--- config.mk ---
export PLATFORM = sky130hd
export DESIGN_NAME = packet_deserializer
export DESIGN_NICKNAME = d
export VERILOG_FILES = /design/src/rtl/packet_deserializer.sv
export SDC_FILE = /design/constraint.sdc
export NUM_CORES = 1
export LEC_CHECK = 0
export ABC_CLOCK_PERIOD_IN_PS = 2950
export CORE_ASPECT_RATIO = 0.5
export CORE_MARGIN = 4
export CORE_UTILIZATION = 35
export DETAILED_ROUTE_END_ITERATION = 7
export PLACE_DENSITY = 0.57
export SYNTH_ARGS = -nofsm -noshare
export SYNTH_HDL_FRONTEND = slang
export SYNTH_SLANG_ARGS = --single-unit
--- constraint.sdc ---
create_clock -name clock -period 2.95 [get_ports clock]
set_clock_uncertainty 0.2 [all_clocks]
set_input_delay 0.59 -clock clock [delete_from_list [all_inputs] [get_ports clock]]
set_output_delay 0.59 -clock clock [all_outputs]
set_load 0.02 [all_outputs]
--- src/rtl/packet_deserializer.sv ---
`default_nettype none
`timescale 1ns/1ps
// +--------------------------------------------------------------------------+
// | Module      : packet_deserializer                                        |
// | Description : Receive-side packet framer. Hunts a recovered bit stream   |
// |               for the sync byte, assembles a PACKET_SIZE-bit packet      |
// |               MSB-first, presents it in parallel and drains it as a      |
// |               valid/ready byte stream (most significant byte first).     |
// | Ports       : clock        - rising-edge clock                           |
// |               reset        - synchronous, active-high reset              |
// |               bit_in       - recovered data bit (qualified by bit_valid) |
// |               bit_valid    - one-cycle strobe per recovered bit          |
// |               packet_out   - last complete packet, MSB = first bit       |
// |               packet_valid - one-cycle pulse when packet_out updates     |
// |               byte_out     - current byte of the drain stream            |
// |               byte_valid   - byte_out is valid (high throughout DRAIN)   |
// |               byte_ready   - downstream accepts byte_out                 |
// |               locked       - high while collecting packet bits           |
// |               overrun      - pulse per valid bit dropped during DRAIN    |
// | Build option: PACKET_DESERIALIZER_SYNC_STRIP_EN - when defined the sync   |
// |               byte is kept in packet_out but not drained.                |
// | Revision    : 1.0 - initial release                                      |
// +--------------------------------------------------------------------------+
module packet_deserializer #(
  parameter int         PACKET_SIZE = 192,
  parameter logic [7:0] SYNC_WORD   = 8'hFF
) (
  input  logic                   clock,
  input  logic                   reset,
  input  logic                   bit_in,
  input  logic                   bit_valid,
  output logic [PACKET_SIZE-1:0] packet_out,
  output logic                   packet_valid,
  output logic [7:0]             byte_out,
  output logic                   byte_valid,
  input  logic                   byte_ready,
  output logic                   locked,
  output logic                   overrun
);

  localparam int CNT_W     = $clog2(PACKET_SIZE + 1);
  localparam int NUM_BYTES = PACKET_SIZE / 8;
  localparam int PTR_W     = $clog2(NUM_BYTES);

`ifdef PACKET_DESERIALIZER_SYNC_STRIP_EN
  localparam logic [PTR_W-1:0] FIRST_PTR = PTR_W'(1);
`else
  localparam logic [PTR_W-1:0] FIRST_PTR = PTR_W'(0);
`endif
  localparam logic [PTR_W-1:0] LAST_PTR = PTR_W'(NUM_BYTES - 1);
  localparam logic [CNT_W-1:0] LAST_BIT = CNT_W'(PACKET_SIZE - 1);
  localparam logic [CNT_W-1:0] SYNC_LEN = CNT_W'(8);

  localparam logic [1:0] ST_HUNT    = 2'd0;
  localparam logic [1:0] ST_COLLECT = 2'd1;
  localparam logic [1:0] ST_DRAIN   = 2'd2;

  logic [1:0]             state;
  logic [1:0]             next_state;
  logic [7:0]             hunt_reg;
  logic [PACKET_SIZE-1:0] asm_reg;
  logic [PACKET_SIZE-1:0] asm_next;
  logic [CNT_W-1:0]       bit_count;
  logic [CNT_W-1:0]       wr_idx;
  logic [PTR_W-1:0]       byte_ptr;
  logic [7:0]             sync_cand;
  logic                   sync_hit;
  logic                   last_bit;
  logic                   handshake;
  logic                   last_byte;
  logic [7:0]             byte_lane [NUM_BYTES];

  assign sync_cand = {hunt_reg[6:0], bit_in};
  assign sync_hit  = (state == ST_HUNT) && bit_valid && (sync_cand == SYNC_WORD);
  assign last_bit  = (state == ST_COLLECT) && bit_valid && (bit_count == LAST_BIT);
  assign handshake = (state == ST_DRAIN) && byte_ready;
  assign last_byte = handshake && (byte_ptr == LAST_PTR);

  // Bits are written in place, top-down, so the sync byte loaded at the top
  // never has to move while the rest of the packet fills in below it.
  assign wr_idx = LAST_BIT - bit_count;

  always_comb begin
    asm_next = asm_reg;
    if (state == ST_COLLECT) begin
      asm_next[wr_idx] = bit_in;
    end
  end

  // Byte lanes of the held packet, lane 0 = most significant byte.
  for (genvar i = 0; i < NUM_BYTES; i++) begin : g_lanes
    assign byte_lane[i] = packet_out[PACKET_SIZE-1-8*i -: 8];
  end

  // State register
  always_ff @(posedge clock) begin
    if (reset) begin
      state <= ST_HUNT;
    end else begin
      state <= next_state;
    end
  end

  // Next-state logic
  always_comb begin
    next_state = state;
    case (state)
      ST_HUNT:    if (sync_hit)  next_state = ST_COLLECT;
      ST_COLLECT: if (last_bit)  next_state = ST_DRAIN;
      ST_DRAIN:   if (last_byte) next_state = ST_HUNT;
      default:                   next_state = ST_HUNT;
    endcase
  end

  // Output logic: the drain stream is read straight from packet_out so the
  // presented byte cannot change while the downstream stalls.
  always_comb begin
    locked     = (state == ST_COLLECT);
    byte_valid = (state == ST_DRAIN);
    byte_out   = 8'h00;
    if (state == ST_DRAIN) begin
      byte_out = byte_lane[byte_ptr];
    end
  end

  // Datapath
  always_ff @(posedge clock) begin
    if (reset) begin
      hunt_reg     <= 8'h00;
      asm_reg      <= '0;
      bit_count    <= '0;
      byte_ptr     <= '0;
      packet_out   <= '0;
      packet_valid <= 1'b0;
      overrun      <= 1'b0;
    end else begin
      packet_valid <= last_bit;
      overrun      <= (state == ST_DRAIN) && bit_valid;
      case (state)
        ST_HUNT: begin
          if (bit_valid) begin
            hunt_reg <= sync_cand;
          end
          if (sync_hit) begin
            asm_reg   <= {sync_cand, {(PACKET_SIZE-8){1'b0}}};
            bit_count <= SYNC_LEN;
          end
        end
        ST_COLLECT: begin
          if (bit_valid) begin
            asm_reg   <= asm_next;
            bit_count <= bit_count + CNT_W'(1);
          end
          if (last_bit) begin
            packet_out <= asm_next;
            byte_ptr   <= FIRST_PTR;
          end
        end
        ST_DRAIN: begin
          if (handshake) begin
            byte_ptr <= byte_ptr + PTR_W'(1);
          end
          // A fresh hunt must see a whole new sync byte after a packet.
          if (last_byte) begin
            hunt_reg <= 8'h00;
          end
        end
        default: begin
          hunt_reg <= 8'h00;
        end
      endcase
    end
  end

endmodule
`default_nettype wire

# Word level (Yosys, flattened, before mapping)
# Index checks and enable logic that the tools add are counted.
word_totals:
  output_inout_bits: 204
  mem_bits_ro: 0
  n_memories: 0
  latchBits: 0
  reg_bits: 408
  ramBits: 0
op_classes:
  muxes: 23
  shifts: 0
  multipliers: 0
  n_bitwise: 2
  eq_ne: 11
  n_reduce_logical: 16
  add_sub_neg: 3
  div_mod_pow: 0
  magnitude_cmp: 3
op_table:
  columns: ["cell", "count"]
  rows:
  - ["$mux W192", 2]
  - ["$pmux W192 S2", 1]
  - ["$bwmux W192", 1]
  - ["$bmux W8 S5", 1]
  - ["$mux W8", 5]
  - ["$pmux W7 S3", 1]
  - ["$eq A8 B8 Y1 const B", 2]
  - ["$pmux W8 S2", 1]
  - ["$mux W7", 2]
  - ["$reduce_and A3 Y1", 4]
  - ["$mux W5", 2]
  - ["$pmux W5 S2", 1]
  - ["$lt A8 B9 Y1 const B", 1]
  - ["$add A8 B1 Y8 const B", 1]
  - ["$demux W1 S8", 1]
  - ["$ge A8 B1 Y1 const B", 1]
  - ["$logic_and A1 B1 Y1", 8]
  - ["$sub A8 B8 Y8 const A", 1]
  - ["$ge A6 B6 Y1 const B", 1]
  - ["$mux W2", 3]
  - ["$ne A2 B1 Y1 const B", 3]
  - ["$ne A2 B2 Y1 const B", 3]
  - ["$not A5 Y6", 1]
  - ["$pmux W2 S3", 1]
  - ["9 further kinds", 10]

# Logic depth before layout (Yosys ltp)
logic_depth:
  ltp_word: 8
  depth_mapped: 9

# Worst setup path before layout
# No wires, ideal clock.
synth_path:
  path_kind: "register to output"
  from: "register byte_ptr[0]"
  to: "output byte_out[0]"
  path_stages_with_launch: 7
  setup_slack_ps: 282
  n_path_buf: 3
  required_time_ps: 2160
  arrival_time_ps: 1878
  cell_sequence: "dfxtp_1 -> buf_4 -> buf_2 -> buf_2 -> o221ai_1 -> o21a_1 -> o31ai_1"
synth_via:
  elab_chain_cells: 5
synth_lines:
  columns: ["item", "line_no", "source"]
  rows:
  - ["from (decl)", "65", "logic [PTR_W-1:0] byte_ptr;"]
  - ["from (signal assigned)", "161", "byte_ptr <= byte_ptr + PTR_W'(1);"]
  - ["$not A5 Y6 (implied by the code)", "122", "byte_out = byte_lane[byte_ptr];"]
  - ["$bmux W8 S5", "122", null]
  - ["$mux W8 (implied by the code) (2 in a row)", "122", null]
  - ["$mux W8", "121", "if (state == ST_DRAIN) begin"]
  - ["to (decl)", "34", "output logic [7:0] byte_out,"]
# Every way passes these cells. The select of a mux whose other input is x is not followed.

# Worst setup path in the final report
# Ends and elaborated chain as after synthesis.

==> results.ini <==
[timing]
rsz0062_at_grt=true
hold_violations=0
hold_ws_ns=0.154
slew_headroom=0.420
slew_viol_final=0
timing.final.crit_share=1.10
setup_ws_ns=-0.286
setup_viol_count_final=8
fmax_ghz=0.309
tightest_slew_ns=0.870
min_period_ns=3.24

[clocking]
clock_latency_ns=0.56
cts.htree.levels=2
cts_hold_buf=0
clk_path_buf_depth=3
cts.sink_count=407
cts_tree=done
cts-buffers-inserted=43
path_clk_slew_ns=0.06
root_buffer=clkbuf_16

[yosys]
synth_flop_cell=dfxtp_1
synth_area_leaders=dfxtp_1, o21ai_0, a22o_1
synth_nets=2347
synth_edf_count=0
ys_ff_latch=407
post_synth.cell_area_avg_sq_um=8.44
synth_largest_area_cell=dfxtp_1
syn_inst=2337
synthesis.area_sq_mm=0.0197
netlist.area_leader.share=0.413
synth-async-reset-ratio=0
ys_seq_area_frac=0.413
ys_types=60
yosys_warnings=0

[global_routing]
grt_use_total=0.272
grt_pass1_vias=18212
grt_overflow=0
grt_pass1_wl_um=125000
grt_max_degree=148
antenna_found_initial=1

[finish]
drive_gt1_frac=0.153
final_cell_mix=dfxtp_1, o21ai_0, a21oi_1
stdcell_area_sq_mm=0.0252
layout_commonest_cell=dfxtp_1
final_util=0.453
final_cells=3332
largest_reg_flops=192
nNetsFinal=2553
area_growth_pct=27.7

[worst_setup_path]
worstPathMaxFanout=4
path_cells=buf_4 -> buf_4 -> mux4_2 -> mux2_4 -> a22oi_2 -> o31ai_2 -> buf_4
crit_buf_inv=3
end_kind=primary output
r2r_cells=6
worst-r2r-setup-slack_ns=0.45
required_ns=2.16
reg2reg_from=bit_count[0]
cp_top_family=multiplexers
cp_slowest_stage_delay_ns=0.49
cp_common_cell=buf_4
crit_cells=7
cp-startpoint=byte_ptr[0]
crit_type=reg2out
cpMaxStageDelayCell=mux4_2
start_kind=flop
arrival_ns=2.45

[routing]
vias=20005
drcViolationCount=0
drtPass1Iterations=6
avgViaCountPerCell=6.00
drtIter0Drc=2590
postRouteWirelength_um=85100
wl_per_cell_um=25.5
ant_nets=0

[worst_hold_path]
min_from=reset
hold_depth=2
hp-class=in2reg

[status]
failed_checks=setup timing
status=complete, but fails checks

[job]
maxCapViolations=0

[floorplan]
pin_count=209
row_count=61
dieArea_sq_mm=0.0604
start_util=0.354
die_w_um=344
die_y_um=176
core_area_sq_mm=0.0556

[power]
pwr-share-seq=0.482
swShare=0.227
clkPwrFrac=0.495
switchingPower_mw=2.58
power.internal_mw=8.81
power_density_mw_per_mm2=452
power.leakage_nw=9.34
power_frac_comb=0.023
ir_worst_vdd_mv=0.344

[placed_design]
place_inst=3245
dp_slack_ns=-0.280
place_congestion=0.928
placed_area_sq_mm=0.0235
portBuffers=208
dp_hpwl_um=57000

power groups by stage:
| stage | clock network, mW | registers (mW) | logic (mW) |
|---|---|---|---|
| after global routing | 5.95 | 5.49 | 0.271 |
| after global placement | 0 | 5.62 | 0.256 |
| final | 5.64 | 5.49 | 0.262 |
| after detailed placement | 0 | 5.62 | 0.254 |
| after CTS | 5.69 | 5.49 | 0.254 |
| after floorplan | 0 | 5.62 | 0.155 |
metrics by stage:
| stage | total power, mW | TNS [ns] |
|---|---|---|
| global placement | 5.87 | -1.79 |
| detailed placement | 5.87 | -1.99 |
| CTS | 11.4 | -1.83 |
| floorplan | 5.77 | 0 |
| global route | 11.7 | -2.30 |
| finish | 11.4 | -1.82 |
logic make-up after synthesis:
group / count (synthesis) / share of synthesized area
AND/OR/NAND/NOR: 557 / 0.144
multiplexers: 67 / 0.0556
buffers and inverters: 266 / 0.0616
XOR/XNOR: 1 / 0.000444
flip-flops: 407 / 0.413
AO/OA/AOI/OAI: 1034 / 0.322
adder cells (fa/ha/maj): 5 / 0.00317
synth_stat cells (11+ instances only):
cell type and instances:
a21boi_0 44, a21o_1 142, a21oi_1 208, a22o_1 139, a22oi_1 11, and3_1 48
and3b_1 11, buf_2 47, buf_6 17, clkbuf_1 176, dfxtp_1 407, mux2_2 21
mux2i_1 14, mux4_2 32, nand2_1 208, nand2b_1 12, nand3_1 150, nor2_1 52
o21ai_0 406, o21ai_1 27
routing by layer:
layer  wire length (um)  up-vias  global-route usage
met2              36700      907               0.404
met5                  0        -                   0
li1                   -     9004                   -
met1              37500     9933               0.386
met3               7810      161              0.0638
met4               3010        0              0.0922
final timing paths:
check,to
max,byte_out[0]
min,asm_reg[80]
max reg2reg,packet_out[140]
min reg2reg,asm_reg[164]
what timing repair did:
| action | CTS | global route |
|---|---|---|
| cloned | 2 | 1 |
| endpoints found under the setup margin | 10 | 10 |
| pin swaps | 7 | 8 |
| setup buffers | 6 | 1 |
| resized for setup | 79 | 16 |
final cells by class:
cell class	instances	area, sq um
Clock buffer	69	1380
Antenna cell	1	2.50
Fill cell	5383	30500
Timing Repair Buffer	415	3990
Multi-Input combinational cell	1664	10600
Tap cell	756	946
Sequential cell	407	8160
Clock inverter	8	68.8
Inverter	12	47.5
Note: power is estimated with default switching activity, not from simulation.
